## config.mk

```make
export PLATFORM = sky130hd
export DESIGN_NAME = spi_core
export DESIGN_NICKNAME = d
export VERILOG_FILES = /design/src/rtl/spi_pkg.sv /design/src/rtl/spi_master_engine.sv /design/src/rtl/spi_core.sv
export SDC_FILE = /design/constraint.sdc
export NUM_CORES = 1
export LEC_CHECK = 0
export ABC_AREA = 1
export BUFFER_PORTS_ARGS = -buffer_cell sky130_fd_sc_hd__buf_2
export CELL_PAD_IN_SITES_DETAIL_PLACEMENT = 0
export CELL_PAD_IN_SITES_GLOBAL_PLACEMENT = 1
export CORE_ASPECT_RATIO = 2
export CORE_MARGIN = 8
export CORE_UTILIZATION = 44
export CTS_CLUSTER_DIAMETER = 40
export DETAILED_ROUTE_END_ITERATION = 8
export PLACE_DENSITY = 0.94
export SYNTH_ARGS = -nofsm -noshare
export SYNTH_HDL_FRONTEND = slang
export SYNTH_SLANG_ARGS = --single-unit
export TNS_END_PERCENT = 100
```

## constraint.sdc

```tcl
create_clock -name clk -period 3.4 [get_ports clk]
set_input_delay 0.17 -clock clk [delete_from_list [all_inputs] [get_ports clk]]
set_output_delay 0.17 -clock clk [all_outputs]
set_load 0.005 [all_outputs]
```

## src/rtl/spi_pkg.sv

```systemverilog
// Shared definitions for the FPro SPI master slot: FSM state encoding,
// register offsets within the slot and the reset value of the sclk divisor.
// Optional feature macro used by this slice: SPI_MODE_SEL_EN
// (programmable cpol/cpha; mode 0 is fixed when it is undefined).
package spi_pkg;

  // Engine states. The engine mirrors these as plain localparam codes.
  typedef enum logic [1:0] {
    ST_IDLE     = 2'd0,
    ST_CPHA_DLY = 2'd1,
    ST_P0       = 2'd2,
    ST_P1       = 2'd3
  } spi_state_t;

  // Register offsets within the slot.
  localparam logic [4:0] SPI_RD_OFS   = 5'd0;
  localparam logic [4:0] SPI_SS_OFS   = 5'd1;
  localparam logic [4:0] SPI_WR_OFS   = 5'd2;
  localparam logic [4:0] SPI_CTRL_OFS = 5'd3;

  // Half-period divisor after reset: 1 MHz sclk from a 100 MHz clock.
  localparam logic [15:0] SPI_DVSR_RST = 16'd49;

endpackage

```

## src/rtl/spi_master_engine.sv

```systemverilog
// Single-byte, full-duplex SPI master engine: FSM, half-period divider and
// tx/rx shift registers behind a start/ready handshake.
// Optional feature macro: SPI_MODE_SEL_EN -- when undefined the CPHA_DLY
// state is not built and transfers are always 16*(dvsr+1) clocks long.
module spi_master_engine
  import spi_pkg::*;
#(
  parameter logic [15:0] DVSR_RST = SPI_DVSR_RST
) (
  input  logic        clk,
  input  logic        reset,
  input  logic        start,
  input  logic [7:0]  tx_data,
  input  logic [15:0] dvsr,
  input  logic        cpol,
  input  logic        cpha,
  input  logic        miso,
  output logic        ready,
  output logic [7:0]  rx_data,
  output logic        sclk,
  output logic        mosi
);

  localparam logic [1:0] IDLE     = ST_IDLE;
`ifdef SPI_MODE_SEL_EN
  localparam logic [1:0] CPHA_DLY = ST_CPHA_DLY;
`endif
  localparam logic [1:0] P0       = ST_P0;
  localparam logic [1:0] P1       = ST_P1;

  logic [1:0]  state;
  logic [15:0] cnt;
  logic [2:0]  bit_cnt;
  logic [7:0]  so_reg;
  logic [7:0]  si_reg;
  logic [15:0] dvsr_q;
  logic        cpol_q;
  logic        cpha_q;
  logic        half_done;
  logic        pclk;

  // End of the current half period: each state lasts dvsr+1 clocks.
  assign half_done = (cnt == dvsr_q);

  // FSM, divider, bit counter and shift registers.
  // NOTE: every register here is assigned with <= so all of them update
  // together from the pre-edge values; blocking = would make later
  // statements see already-updated state.
  always_ff @(posedge clk or posedge reset) begin
    if (reset) begin
      state   <= IDLE;
      cnt     <= '0;
      bit_cnt <= '0;
      so_reg  <= '0;
      si_reg  <= '0;
      rx_data <= '0;
      dvsr_q  <= DVSR_RST;
      cpol_q  <= 1'b0;
      cpha_q  <= 1'b0;
    end else begin
      case (state)
        IDLE: begin
          if (start) begin
            so_reg  <= tx_data;
            dvsr_q  <= dvsr;
            cpol_q  <= cpol;
            cpha_q  <= cpha;
            bit_cnt <= '0;
            cnt     <= '0;
`ifdef SPI_MODE_SEL_EN
            state   <= cpha ? CPHA_DLY : P0;
`else
            state   <= P0;
`endif
          end
        end
`ifdef SPI_MODE_SEL_EN
        CPHA_DLY: begin
          if (half_done) begin
            cnt   <= '0;
            state <= P0;
          end else begin
            cnt <= cnt + 16'd1;
          end
        end
`endif
        P0: begin
          if (half_done) begin
            si_reg <= {si_reg[6:0], miso};
            cnt    <= '0;
            state  <= P1;
          end else begin
            cnt <= cnt + 16'd1;
          end
        end
        P1: begin
          if (half_done) begin
            cnt <= '0;
            if (bit_cnt == 3'd7) begin
              rx_data <= si_reg;
              state   <= IDLE;
            end else begin
              so_reg  <= {so_reg[6:0], 1'b0};
              bit_cnt <= bit_cnt + 3'd1;
              state   <= P0;
            end
          end else begin
            cnt <= cnt + 16'd1;
          end
        end
        default: state <= IDLE;
      endcase
    end
  end

  // Serial clock: internal phase clock, inverted for cpol=1; idles at the
  // currently programmed polarity so the line settles before a start.
  // NOTE: both outputs get a value before any branch, so no path leaves
  // them unassigned and no latch is inferred.
  always_comb begin
    pclk = 1'b0;
    sclk = cpol;
    if (state != IDLE) begin
      pclk = ((state == P1) & ~cpha_q) | ((state == P0) & cpha_q);
      sclk = cpol_q ? ~pclk : pclk;
    end
  end

  assign mosi  = so_reg[7];
  assign ready = (state == IDLE);

endmodule

```

## src/rtl/spi_core.sv

```systemverilog
// FPro-bus MMIO slot wrapping the SPI master engine: register file for the
// slave selects, transmit/start and control, plus the combinational read mux.
// Optional feature macro: SPI_MODE_SEL_EN -- when defined cpol/cpha are
// programmable through the control register, otherwise mode 0 is fixed.
module spi_core
  import spi_pkg::*;
#(
  parameter int          S        = 1,
  parameter logic [15:0] DVSR_RST = SPI_DVSR_RST
) (
  input  logic         clk,
  input  logic         reset,
  input  logic         cs,
  input  logic         read,
  input  logic         write,
  input  logic [4:0]   addr,
  input  logic [31:0]  wr_data,
  output logic [31:0]  rd_data,
  output logic         spi_sclk,
  output logic         spi_mosi,
  input  logic         spi_miso,
  output logic [S-1:0] spi_ss_n
);

  logic         wr_en;
  logic         rd_en;
  logic         start;
  logic         ready;
  logic [7:0]   rx_byte;
  logic [S-1:0] ss_n_reg;
  logic [15:0]  dvsr_reg;
  logic         cpol_reg;
  logic         cpha_reg;

  assign wr_en = cs & write;
  assign rd_en = cs & read;
  // The engine only accepts a start in IDLE, so a start while busy is dropped.
  assign start = wr_en & (addr == SPI_WR_OFS);

`ifdef SPI_MODE_SEL_EN
  logic unused_wr_data;
  assign unused_wr_data = ^wr_data[31:18];
`else
  logic unused_wr_data;
  assign unused_wr_data = ^wr_data[31:16];
  assign cpol_reg = 1'b0;
  assign cpha_reg = 1'b0;
`endif

  // Slave-select and control registers; control is latched by the engine
  // at the next start, so writes while busy do not disturb a transfer.
  always_ff @(posedge clk or posedge reset) begin
    if (reset) begin
      ss_n_reg <= '1;
      dvsr_reg <= DVSR_RST;
`ifdef SPI_MODE_SEL_EN
      cpol_reg <= 1'b0;
      cpha_reg <= 1'b0;
`endif
    end else if (wr_en) begin
      if (addr == SPI_SS_OFS)
        ss_n_reg <= wr_data[S-1:0];
      if (addr == SPI_CTRL_OFS) begin
        dvsr_reg <= wr_data[15:0];
`ifdef SPI_MODE_SEL_EN
        cpol_reg <= wr_data[16];
        cpha_reg <= wr_data[17];
`endif
      end
    end
  end

  spi_master_engine #(
    .DVSR_RST (DVSR_RST)
  ) u_engine (
    .clk     (clk),
    .reset   (reset),
    .start   (start),
    .tx_data (wr_data[7:0]),
    .dvsr    (dvsr_reg),
    .cpol    (cpol_reg),
    .cpha    (cpha_reg),
    .miso    (spi_miso),
    .ready   (ready),
    .rx_data (rx_byte),
    .sclk    (spi_sclk),
    .mosi    (spi_mosi)
  );

  assign spi_ss_n = ss_n_reg;

  // Read mux: only offset 0 carries data; other offsets read back as zero.
  always_comb begin
    rd_data = '0;
    if (rd_en && (addr == SPI_RD_OFS))
      rd_data = {23'b0, ready, rx_byte};
  end

endmodule

```

Yosys cells after proc, flatten, opt, wreduce, memory -nomap -nowiden. Index checks and enable logic that the tools add are counted.

Register bits: 78. Bits in latches: 0. RAM bits: 0. ROM bits: 0. Input port bits: 43. Output and inout bits: 35. Logic and storage cells: 58. Memories kept: 0.

Add/subtract/negate cells: 2. Multipliers: 0. Divide/modulo/power cells: 0. $lt $le $gt $ge: 0. Equal/unequal tests: 11. Shift-type cells: 0. Mux-type cells: 18. Bitwise gates (word level): 3. Reduce and logical (&&, ||, !) cells: 15.

Operators with widths (count): 2-to-1 mux 16 bit (2); case mux 16 bit (2 select lines) (1); 2-to-1 mux 8 bit (3); adder 16 x 1 -> 16 bit (second input constant) (1); equality test 16 bit (1); case mux 8 bit (2 select lines) (1); equality test 5 x 2 -> 1 bit (second input constant) (2); AND reduction 2 bit (5); 2-to-1 mux 3 bit (3); 2-to-1 mux 9 bit (1); 2-to-1 mux 2 bit (4); case mux 2 bit (3 select lines) (1); case mux 3 bit (2 select lines) (1); AND reduction 3 bit (2); nonzero test 2 bit (3); equality test 5 x 1 -> 1 bit (second input constant) (1); zero test 5 bit (1); equality test 2 bit (second input constant) (2); inequality test 2 x 1 -> 1 bit (second input constant) (2); inequality test 2 bit (second input constant) (2); AND reduction 4 bit (1); adder 3 x 1 -> 3 bit (second input constant) (1); AND 1 bit (3); equality test 3 bit (second input constant) (1); 4 further kinds (4).

Depth between registers and ports, before layout. Gate-level depths: netlist of run 1.

Depth in word-level cells: 4. Gate-level depth with buffers: 13. Gate-level depth less buffers: 11.

Cells and area by module. From an unflattened synthesis of run 1, not the netlist that was laid out.

Cells, all modules: 553. Area total of the unflattened synthesis: 4256.6 µm².

Modules (own cells, without submodules): spi_master_engine (instances 1, cells an instance 419, area each 3196.8 µm², sequential area each 1580.3 µm²); spi_core (instances 1, cells an instance 134, area each 1059.8 µm², sequential area each 430.4 µm²).

Worst setup path after synthesis of run 1. OpenSTA, ideal clock, no wires.

Path type: register to register. Start: register u_engine.dvsr_q[4]. End: register u_engine.so_reg[7]. Library setup time: 0.117 ns. Data arrival time: 1.393 ns. Required time: 3.283 ns. Setup slack: 1.891 ns. Cell stages (with the launch flop): 13. Path buffers: 1. Period minus slack after synthesis: 1.509 ns. Cell sequence: dfstp_2 > inv_1 > nand2_1 > nand2_1 > nor2_1 > nand2_1 > nor2_2 > nand2_4 > nand2_8 > nand2_4 > buf_6 > nand2_1 > nand2_1.

Word-level cells in the longest chain between the ends: 3.

Ends and longest elaborated chain: from (decl) (line spi_master_engine.sv:36) `logic [15:0] dvsr_q;`; from (signal assigned) (line spi_master_engine.sv:65) `dvsr_q <= dvsr;`; equality test 16 bit (line spi_master_engine.sv:43) `assign half_done = (cnt == dvsr_q);`; inequality test 2 x 1 -> 1 bit (no source line); AND reduction 4 bit (no source line); to (signal assigned) (line spi_master_engine.sv:64) `so_reg <= tx_data;`; to (signal assigned) (line spi_master_engine.sv:103) `so_reg <= {so_reg[6:0], 1'b0};`; to (decl) (line spi_master_engine.sv:34) `logic [7:0] so_reg;`.

No other way between the ends. A chain may end at the register's enable or synchronous reset.

Worst setup path after layout of run 1.
Start: register u_engine.state[1]. End: output port spi_sclk.

Word-level cells in the longest chain between the ends: 2. Elaborated cells between the ends (all ways): 3. Those cells by class: 1 x eq/ne; 1 x mux; 1 x reduce/logical.

Ends and longest elaborated chain: from (decl) (line spi_master_engine.sv:31) `logic [1:0] state;`; from (signal assigned) (line spi_master_engine.sv:51) `state <= IDLE;`; from (signal assigned) (line spi_master_engine.sv:73) `state <= P0;`; from (signal assigned) (line spi_master_engine.sv:91) `state <= P1;`; equality test 2 bit / nonzero test 2 bit (equally long branches) (line spi_master_engine.sv:124, spi_master_engine.sv:123); 2-to-1 mux 1 bit * (line spi_master_engine.sv:123) `if (state != IDLE) begin`; to (decl) (line spi_core.sv:19) `output logic spi_sclk,`.

Mark *: on every way between the ends. The rest lies on a longest branch, timed or not.

==> metrics, run 1 <==
Crit path buffers/inverters 2; Synth Register Bits 78; internal power slightly below 2 mW; Layout Nets ~650; TritonCTS Buffers 9; sequential share of the synthesized area 0.4594; vias in the first global route 3,112; Detail Route met3 WL between 400 and 500 µm; IO buf count 38; RR Startpoint u_engine.state[1]$_DFFE_PP0P_; Post-synth ARST share 1.000; Setup crit end kind output pin; Main synth FF type dfrtp_1; starting density of the core 0.4459; Layout area overhead 12.17%; PostCTS Resize Cnt 0; Final period util 0.6376; Metal-1 WL a little under 4000 µm; largest net degree at the start of global routing 35; Worst-Margin Slew between 0.6 and 0.7 ns; initial drt markers roughly 230; DIE HEIGHT roughly 160 µm; CP required ~3.2 ns; Hold Buf Count CTS 1; fin. max-slew vios 0; cell breakdown of the critical path nand2_1 -> inv_1 -> buf_2; sw frac 0.2942; hold_sp wr_data[15]; Pwr Total 2.752 mW; post-synth top area share 0.4163; Yosys cell types 33; clock share of power 0.375; Pre-antenna DRT Iters 4; Flop pwr share 0.439; outcome completed; vias per inst between 4 and 5; CTS tree built; DRT Wirelength slightly below 9000 µm; Die Span X about 86 µm; RSZ-0062 raised after global routing false; Psw approximately 0.81 mW; # clock sinks just under 80; Worst-path clk slew about 0.060 ns; Clock Skew between 0.006 and 0.007 ns; fin crit period ~2.2 ns; post-place setup slack 1.441 ns; cell taking the most area after synthesis dfrtp_1; first-pass GRT wire length ~15,000 µm; Max Cap Viol 0; Worst path slowest cell dfrtp_1; Final WS setup about 1.2 ns; DIE AREA 13,300 µm²; Slew Limit Headroom 0.5361; most frequent cell after synthesis nand2_1; Total GRT Usage 0.1382; area of the multi-input gates 1828 µm²; top cells by area, synth dfrtp_1 42%, nand2_1 17%, inv_1 6.1%, o21ai_0 5.0%, dfstp_2 4.3%; cells after synthesis between 500 and 600; synthesized area per cell about 7.6 µm²; # diodes 0; Post-DRT Antenna Nets 0; Hold Path Class in -> reg; crit-path leading delay family buffers and inverters; synth cell count leaders 192 x nand2_1, 71 x dfrtp_1, 69 x inv_1, 43 x o21ai_0, 31 x nor2_1; FF/Latch Area 1961 µm²; fmax 0.4613 GHz; share of cells above drive strength 1 0.1821; Core ar. 9572 µm²; maximum vdd drop around 0.00033 V; Finish-stage setup viols 0; synthesized area between 4000 and 5000 µm²; RD Place Congestion roughly 0.84; hpwl dp 6585 µm; CTS HTree Levels 3; Crit path largest cell delay ~0.61 ns; Worst EP arrival ~2.0 ns; Worst setup SP type flop; DR WL met2 ~4400 µm; Logic pwr share 0.186; fillers 930; IO Count 78; max layer used met4; antenna violations before repair 0; Post-synth EDFFs 0; FP Rows 51; Post-Route Setup TNS 0 ns; yosys warns 0; Hold Fails Final Rpt 0; CTS Root Buffer Type clkbuf_16; Clock Path Buffers 2; Critical path origin u_engine.state[1]$_DFFE_PP0P_; Skew-Pair Late Insertion Delay between 0.3 and 0.4 ns; Remaining DRCs 0; power density cells between 500 and 600 nW/µm²; Leak 2.470 nW; Worst Path Class, Setup reg -> out; CP Max Fanout 13; total gr overflow 0; Setup Buffers After CTS 0; WL/cell between 10 and 15 µm; vias roughly 3,400
logic make-up after synthesis:
logic type | after synthesis | share of synthesized area
simple gates | 285 | 0.2914
fa+ha+maj | 3 | 0.008796
other cells | 1 | 0.0008787
flops | 78 | 0.4594
compound gates | 63 | 0.08736
buf+inv | 119 | 0.1316
xor+xnor | 10 | 0.02052
worst min-delay path: stages:
cell	delay (ns)
buf_2	0.07
nand2_1	0.04
o21ai_0	0.06
power groups by stage:
stage          registers [mW]  clock network, mW  logic, mW
4_1_cts                  1.21               1.05      0.520
6_report                 1.21               1.03      0.511
5_1_grt                  1.23               1.08      0.597
3_5_place_dp             1.22                  0      0.515
2_1_floorplan            1.19                  0      0.432
3_3_place_gp             1.22                  0      0.500
path summary, 6_finish.rpt:
path,slack [ns],cells past startpoint,endpoint
min in group asynchronous,0.50,3,u_engine.dvsr_q[15]$_DFFE_PP0P_
max in group asynchronous,2.08,4,spi_ss_n$_DFFE_PP1P_
worst min-delay path,0.04,3,dvsr_reg[15]$_DFFE_PP0P_
worst max-delay path,1.23,3,spi_sclk
worst max register to register,1.45,7,u_engine.so_reg[1]$_DFFE_PP0P_
worst min register to register,0.47,2,u_engine.so_reg[7]$_DFFE_PP0P_
cell type report:
type,count,area share
flip-flops and latches,78,0.4096
multi-input cells,384,0.3819
inverters,83,0.06508
clock buffers,10,0.04992
repair buffers,43,0.04809
well taps,106,0.02771
clock inverters,6,0.01777
routing by layer:
metal  track usage  up-vias
met5             0        -
met3       0.04015        9
li1              -     1762
met4       0.04714        0
met1        0.1670     1593
met2        0.2269       82
placed cells by master, fill, tap and decap left out, types with 2 or more instances in the layout:
master,count
nand2_1,192
dfrtp_1,71
inv_1,68
o21ai_0,43
buf_2,38
nor2_1,31
conb_1,23
nand3_1,19
nand4_1,15
inv_2,14
o21ai_2,10
nand2_2,9
clkbuf_16,9
nor3_1,8
o22ai_1,7
xor2_1,7
dfstp_2,7
nor2_2,4
buf_4,4
xnor2_1,3
ha_1,3
nand2_4,2
clkinv_2,2
bufinv_16,2
clkinvlp_4,2
stage by stage:
step,cell area [µm²],hold slack [ns],std cells,utilization
2_1_floorplan,4350,0.2878,581,-
3_3_place_gp,4453,0.3149,693,0.4652
3_5_place_dp,4453,0.3279,693,0.4652
4_1_cts,4787,0.03087,710,0.5001
5_1_grt,4787,0.03692,710,0.5001
6_report,4787,0.03917,710,0.5001
Note: power is estimated with default switching activity, not from simulation.
==> inputs of run 2 (changes only) <==
CORE_UTILIZATION = 37   (was 44)
PLACE_DENSITY = 0.85   (was 0.94)
clock period = 1.7 ns   (was 3.4 ns; I/O delays follow)
==> metrics, run 2 (synthesized netlist as in run 1, its figures left out) <==
CP Max Fanout 8; commonest cells after routing, fill and taps aside 174 x nand2_1, 68 x dfrtp_1, 67 x inv_1, 39 x o21ai_0, 38 x buf_2; DIE HEIGHT around 170 µm; Skew-Pair Late Insertion Delay around 0.34 ns; Die Span X ~90 µm; Pre-antenna DRT Iters 4; Pwr Total ~6 mW; hpwl dp roughly 8000 µm; cell count of the worst reg-to-reg path 12; WL/cell around 14 µm; Core ar. around 11,000 µm²; DIE AREA ~15,000 µm²; Max Cap Viol 0; cell breakdown of the critical path inv_1 -> nand2_1 -> nand2_2 -> inv_1 -> nand2_1 -> nor2_1 -> nand2_1 -> nor2_2 -> nand2_2 -> buf_12 -> nand2_2 -> o21ai_2; FP Rows 55; Clock Path Buffers 2; WP depth 12; Worst EP arrival roughly 1.9 ns; Worst-path clk slew about 0.060 ns; commonest non-fill, non-tap cell in the layout nand2_1; Leak about 2.7 nW; Hold Path Class in -> reg; Hold Fails Final Rpt 0; Crit path buffers/inverters 3; Final period util 0.9906; first-pass GRT wire length 17,060 µm; crit-path leading delay family simple AND/OR/NAND/NOR gates; antenna violations before repair 0; Critical path origin u_engine.dvsr_q[4]$_DFFE_PP1P_; Worst Path Class, Setup reg -> reg; Worst-Margin Slew 0.5471 ns; Worst setup SP type flop; maximum vdd drop 0.0009714 V; Worst path slowest cell dfstp_2; WHS Path Cells 4; Setup crit end kind flop; fin crit period ~1.7 ns; final instance area 5466 µm²; largest net degree at the start of global routing between 40 and 50; CTS Root Buffer Type clkbuf_16; initial drt markers roughly 170; area post-placement 4757 µm²; TritonCTS Buffers 9; FF/Latch Area roughly 2000 µm²; vias around 3,800; Remaining DRCs 0; vias per inst about 4.7; fillers 1,110; CP required approximately 1.9 ns; CTS HTree Levels 3; Post-Route Setup TNS 0 ns; Layout Utilization 0.4844; area of the multi-input gates about 1900 µm²; Post-DRT Antenna Nets 0; Total GRT Usage 0.1384; vias in the first global route ~3,700; starting density of the core 0.3782; RSZ-0062 raised after global routing true; share of cells above drive strength 1 0.2584; fmax around 0.59 GHz; outcome completed; RR Startpoint u_engine.dvsr_q[4]$_DFFE_PP1P_; CTS tree built; power density cells around 1100 nW/µm²; Clock Skew approximately 0.0067 ns; Finish-stage setup viols 0; # clock sinks 78; RD Place Congestion between 0.9 and 1; IO buf count 38; fin. max-slew vios 0; # diodes 0; hold_sp addr[3]; DRT Wirelength between 10,000 and 15,000 µm; Crit path largest cell delay 0.54 ns; total gr overflow 0; IO Count slightly below 80; Layout Nets 699; Layout area overhead 28.09%; Slew Limit Headroom 0.6348
==> run 2: what timing repair did <==
action | CTS | global route
hold endpoints to repair | 34 | 0
gates resized for setup | 3 | 34
pin swaps | 2 | 20
buffers inserted | 0 | 5
endpoints found under the setup margin | 3 | 40
hold buffers | 18 | 0
cloned | 1 | 2
==> run 2: cell type report <==
type,instances,area share
multi-input cells,386,0.3555
inverters,83,0.05768
repair buffers,95,0.1328
clock inverters,6,0.02037
clock buffers,10,0.04189
flip-flops and latches,78,0.3593
well taps,142,0.03250
==> run 2: path summary, 6_finish.rpt <==
path | end | slack [ns]
setup / recovery | u_engine.rx_data[5]$_DFFE_PP0P_ | 0.02
setup reg to reg | u_engine.rx_data[5]$_DFFE_PP0P_ | 0.02
max in group asynchronous | spi_ss_n$_DFFE_PP1P_ | 0.75
hold reg to reg | u_engine.so_reg[3]$_DFFE_PP0P_ | 0.48
hold / removal | spi_ss_n$_DFFE_PP1P_ | 0.05
min in group asynchronous | u_engine.rx_data[5]$_DFFE_PP0P_ | 0.30
==> run 2: stage by stage <==
stage	setup WS [ns]	hold slack (ns)	std cells
final	0.01599	0.05061	800
after global routing	-0.04604	0.06575	800
after CTS	0.01884	0.04112	793
after detailed placement	0.003514	0.1149	758
after global placement	0.05090	0.1050	758
after floorplan	0.1909	0.2028	581
==> run 2: worst min-delay path: cells and delay by family <==
| family | cells | cell delay, ns |
|---|---|---|
| and+or+nand+nor | 2 | 0.12 |
| buffers and inverters | 1 | 0.08 |
| AOI/OAI and AO/OA | 1 | 0.08 |
==> run 2: power breakdown <==
part	switching [mW]	leakage, nW	internal, mW
Clock	0.765	0.163	1.43
Combinational	0.783	1.61	0.529
Sequential	0.230	0.969	2.19
Total	1.78	2.74	4.15
==> run 2: per-layer routing <==
layer / up-vias / share of wire / track usage / wire length [µm]
li1: 1875 / - / - / -
met1: 1768 / 0.35 / 0.1224 / 3764
met2: 82 / 0.58 / 0.2719 / 6275
met3: 29 / 0.032 / 0.02762 / 349
met4: 0 / 0.039 / 0.08192 / 426
met5: - / 0 / 0 / 0
==> inputs of run 3 (changes only) <==
CORE_UTILIZATION = 38   (was 37)
CTS_BUF_LIST = sky130_fd_sc_hd__clkbuf_8   (was not set)
PLACE_DENSITY = 0.86   (was 0.85)
==> metrics, run 3 (synthesized netlist as in run 1, its figures left out) <==
outcome completed; vias per inst 4.549; DIE HEIGHT approximately 170 µm; DIE AREA 15,080 µm²; Slew Limit Headroom 0.6433; Clock Skew between 0.006 and 0.007 ns; Layout Nets around 700; Worst-path clk slew ~0.080 ns; sw frac 0.3200; FF/Latch Area about 2000 µm²; Logic pwr share 0.241; Skew-Pair Late Insertion Delay 0.36 ns; initial drt markers ~130; clock share of power 0.286; starting density of the core 0.3828; CTS Root Buffer Type clkbuf_8; Finish-stage setup viols 0; Final period util 0.9754; post-place setup slack between 0.015 and 0.02 ns; fillers 1,158; largest net degree at the start of global routing 39; CP Max Fanout 8; Setup crit end kind flop; Layout area overhead 23.39%; worst hold slack slightly below 0.09 ns; Worst Path Class, Setup reg -> reg; cell count of the worst reg-to-reg path 11; final instance area about 5300 µm²; Leak 2.715 nW; Pre-antenna DRT Iters 4; Total GRT Usage 0.1301; RSZ-0062 raised after global routing true; fin. max-slew vios 0; total gr overflow 0; internal power roughly 3.4 mW; Flop pwr share 0.472; # diodes 0; Worst EP arrival roughly 1.9 ns; CP required roughly 2.0 ns; Post-Route Setup TNS 0 ns; RD Place Congestion around 0.87; IO Count approximately 80; Post-DRT Antenna Nets 0; vias in the first global route between 3,000 and 4,000; Worst-Margin Slew between 0.5 and 0.6 ns; WL/cell about 12 µm; power density cells slightly below 1000 nW/µm²; Final WS setup roughly 0.042 ns; antenna violations before repair 0; Core ar. 11,150 µm²; maximum vdd drop between 0.0005 and 0.0006 V; Die Span X slightly above 90 µm; commonest non-fill, non-tap cell in the layout nand2_1; Hold Path Class in -> reg; first-pass GRT wire length around 16,000 µm; DRT Wirelength between 9000 and 10,000 µm; CTS HTree Levels 3; area of the multi-input gates between 1500 and 2000 µm²; fmax 0.6031 GHz; share of cells above drive strength 1 0.2364; Remaining DRCs 0; Critical path origin u_engine.dvsr_q[5]$_DFFE_PP1P_; Psw ~1.6 mW; FP Rows 55; CTS tree built; IO buf count 38; Clock Path Buffers 2; commonest cells after routing, fill and taps aside 187 x nand2_1, 70 x dfrtp_1, 67 x inv_1, 38 x buf_2, 37 x o21ai_0; WHS Path Cells 5; hpwl dp ~7000 µm; TritonCTS Buffers 9; hold_sp addr[2]; fin crit period about 1.7 ns; RR Startpoint u_engine.dvsr_q[5]$_DFFE_PP1P_; Hold Fails Final Rpt 0; Max Cap Viol 0; vias ~3,600; # clock sinks between 70 and 80; area post-placement around 4700 µm²; Worst setup SP type flop
-- run 3: metrics by stage --
| step | total power [mW] | cells | util |
|---|---|---|---|
| CTS | 5.073 | 790 | 0.4591 |
| detailed placement | 3.564 | 754 | 0.4218 |
| global route | 5.433 | 802 | 0.4724 |
| floorplan | 3.241 | 581 | - |
| global placement | 3.522 | 754 | 0.4218 |
| finish | 5.058 | 802 | 0.4724 |
-- run 3: worst paths after layout --
kind                       slack (ns)                        endpoint
min in group asynchronous        0.33         dvsr_reg[7]$_DFFE_PP0P_
min reg2reg                      0.48  u_engine.so_reg[7]$_DFFE_PP0P_
max in group asynchronous        0.74        dvsr_reg[13]$_DFFE_PP0P_
max reg2reg                      0.04  u_engine.si_reg[7]$_DFFE_PP0P_
min                              0.09            spi_ss_n$_DFFE_PP1P_
max                              0.04  u_engine.si_reg[7]$_DFFE_PP0P_
-- run 3: what timing repair did --
item | in CTS | in global routing
pin swaps | 0 | 10
setup endpoints to repair | 7 | 30
setup buffers | 0 | 11
endpoints found under the hold margin | 37 | 0
gates resized for setup | 2 | 22
hold buffers | 20 | 0
gates cloned | 0 | 1
-- run 3: power groups by stage --
stage	clock network, mW	registers [mW]	logic, mW
2_1_floorplan	0	2.38	0.864
3_3_place_gp	0	2.41	1.11
3_5_place_dp	0	2.42	1.14
4_1_cts	1.50	2.39	1.18
5_1_grt	1.57	2.44	1.43
6_report	1.45	2.39	1.22
-- run 3: routing by layer --
| metal | part of all wire | vias up | global-route usage |
|---|---|---|---|
| li1 | - | 1882 | - |
| met1 | 0.45 | 1676 | 0.1588 |
| met2 | 0.48 | 75 | 0.2086 |
| met3 | 0.042 | 15 | 0.02490 |
| met4 | 0.025 | 0 | 0.07251 |
| met5 | 0 | - | 0 |
-- run 3: final cells by class --
cell class | instances | share of cell area
multi-input cells | 385 | 0.3561
clock inverters | 5 | 0.01093
inverters | 83 | 0.05987
well taps | 142 | 0.03374
clock buffers | 11 | 0.02875
repair buffers | 98 | 0.1380
flip-flops and latches | 78 | 0.3725
-- run 3: worst max-delay path, stage by stage (launching register included) --
cell,delay [ns]
dfstp_2,0.53
inv_1,0.03
nand2_1,0.05
nand2_1,0.06
nor2_1,0.11
nand2_1,0.07
nor2_2,0.15
nand2_4,0.14
nor2_8,0.15
buf_6,0.13
buf_6,0.09
o21ai_2,0.04
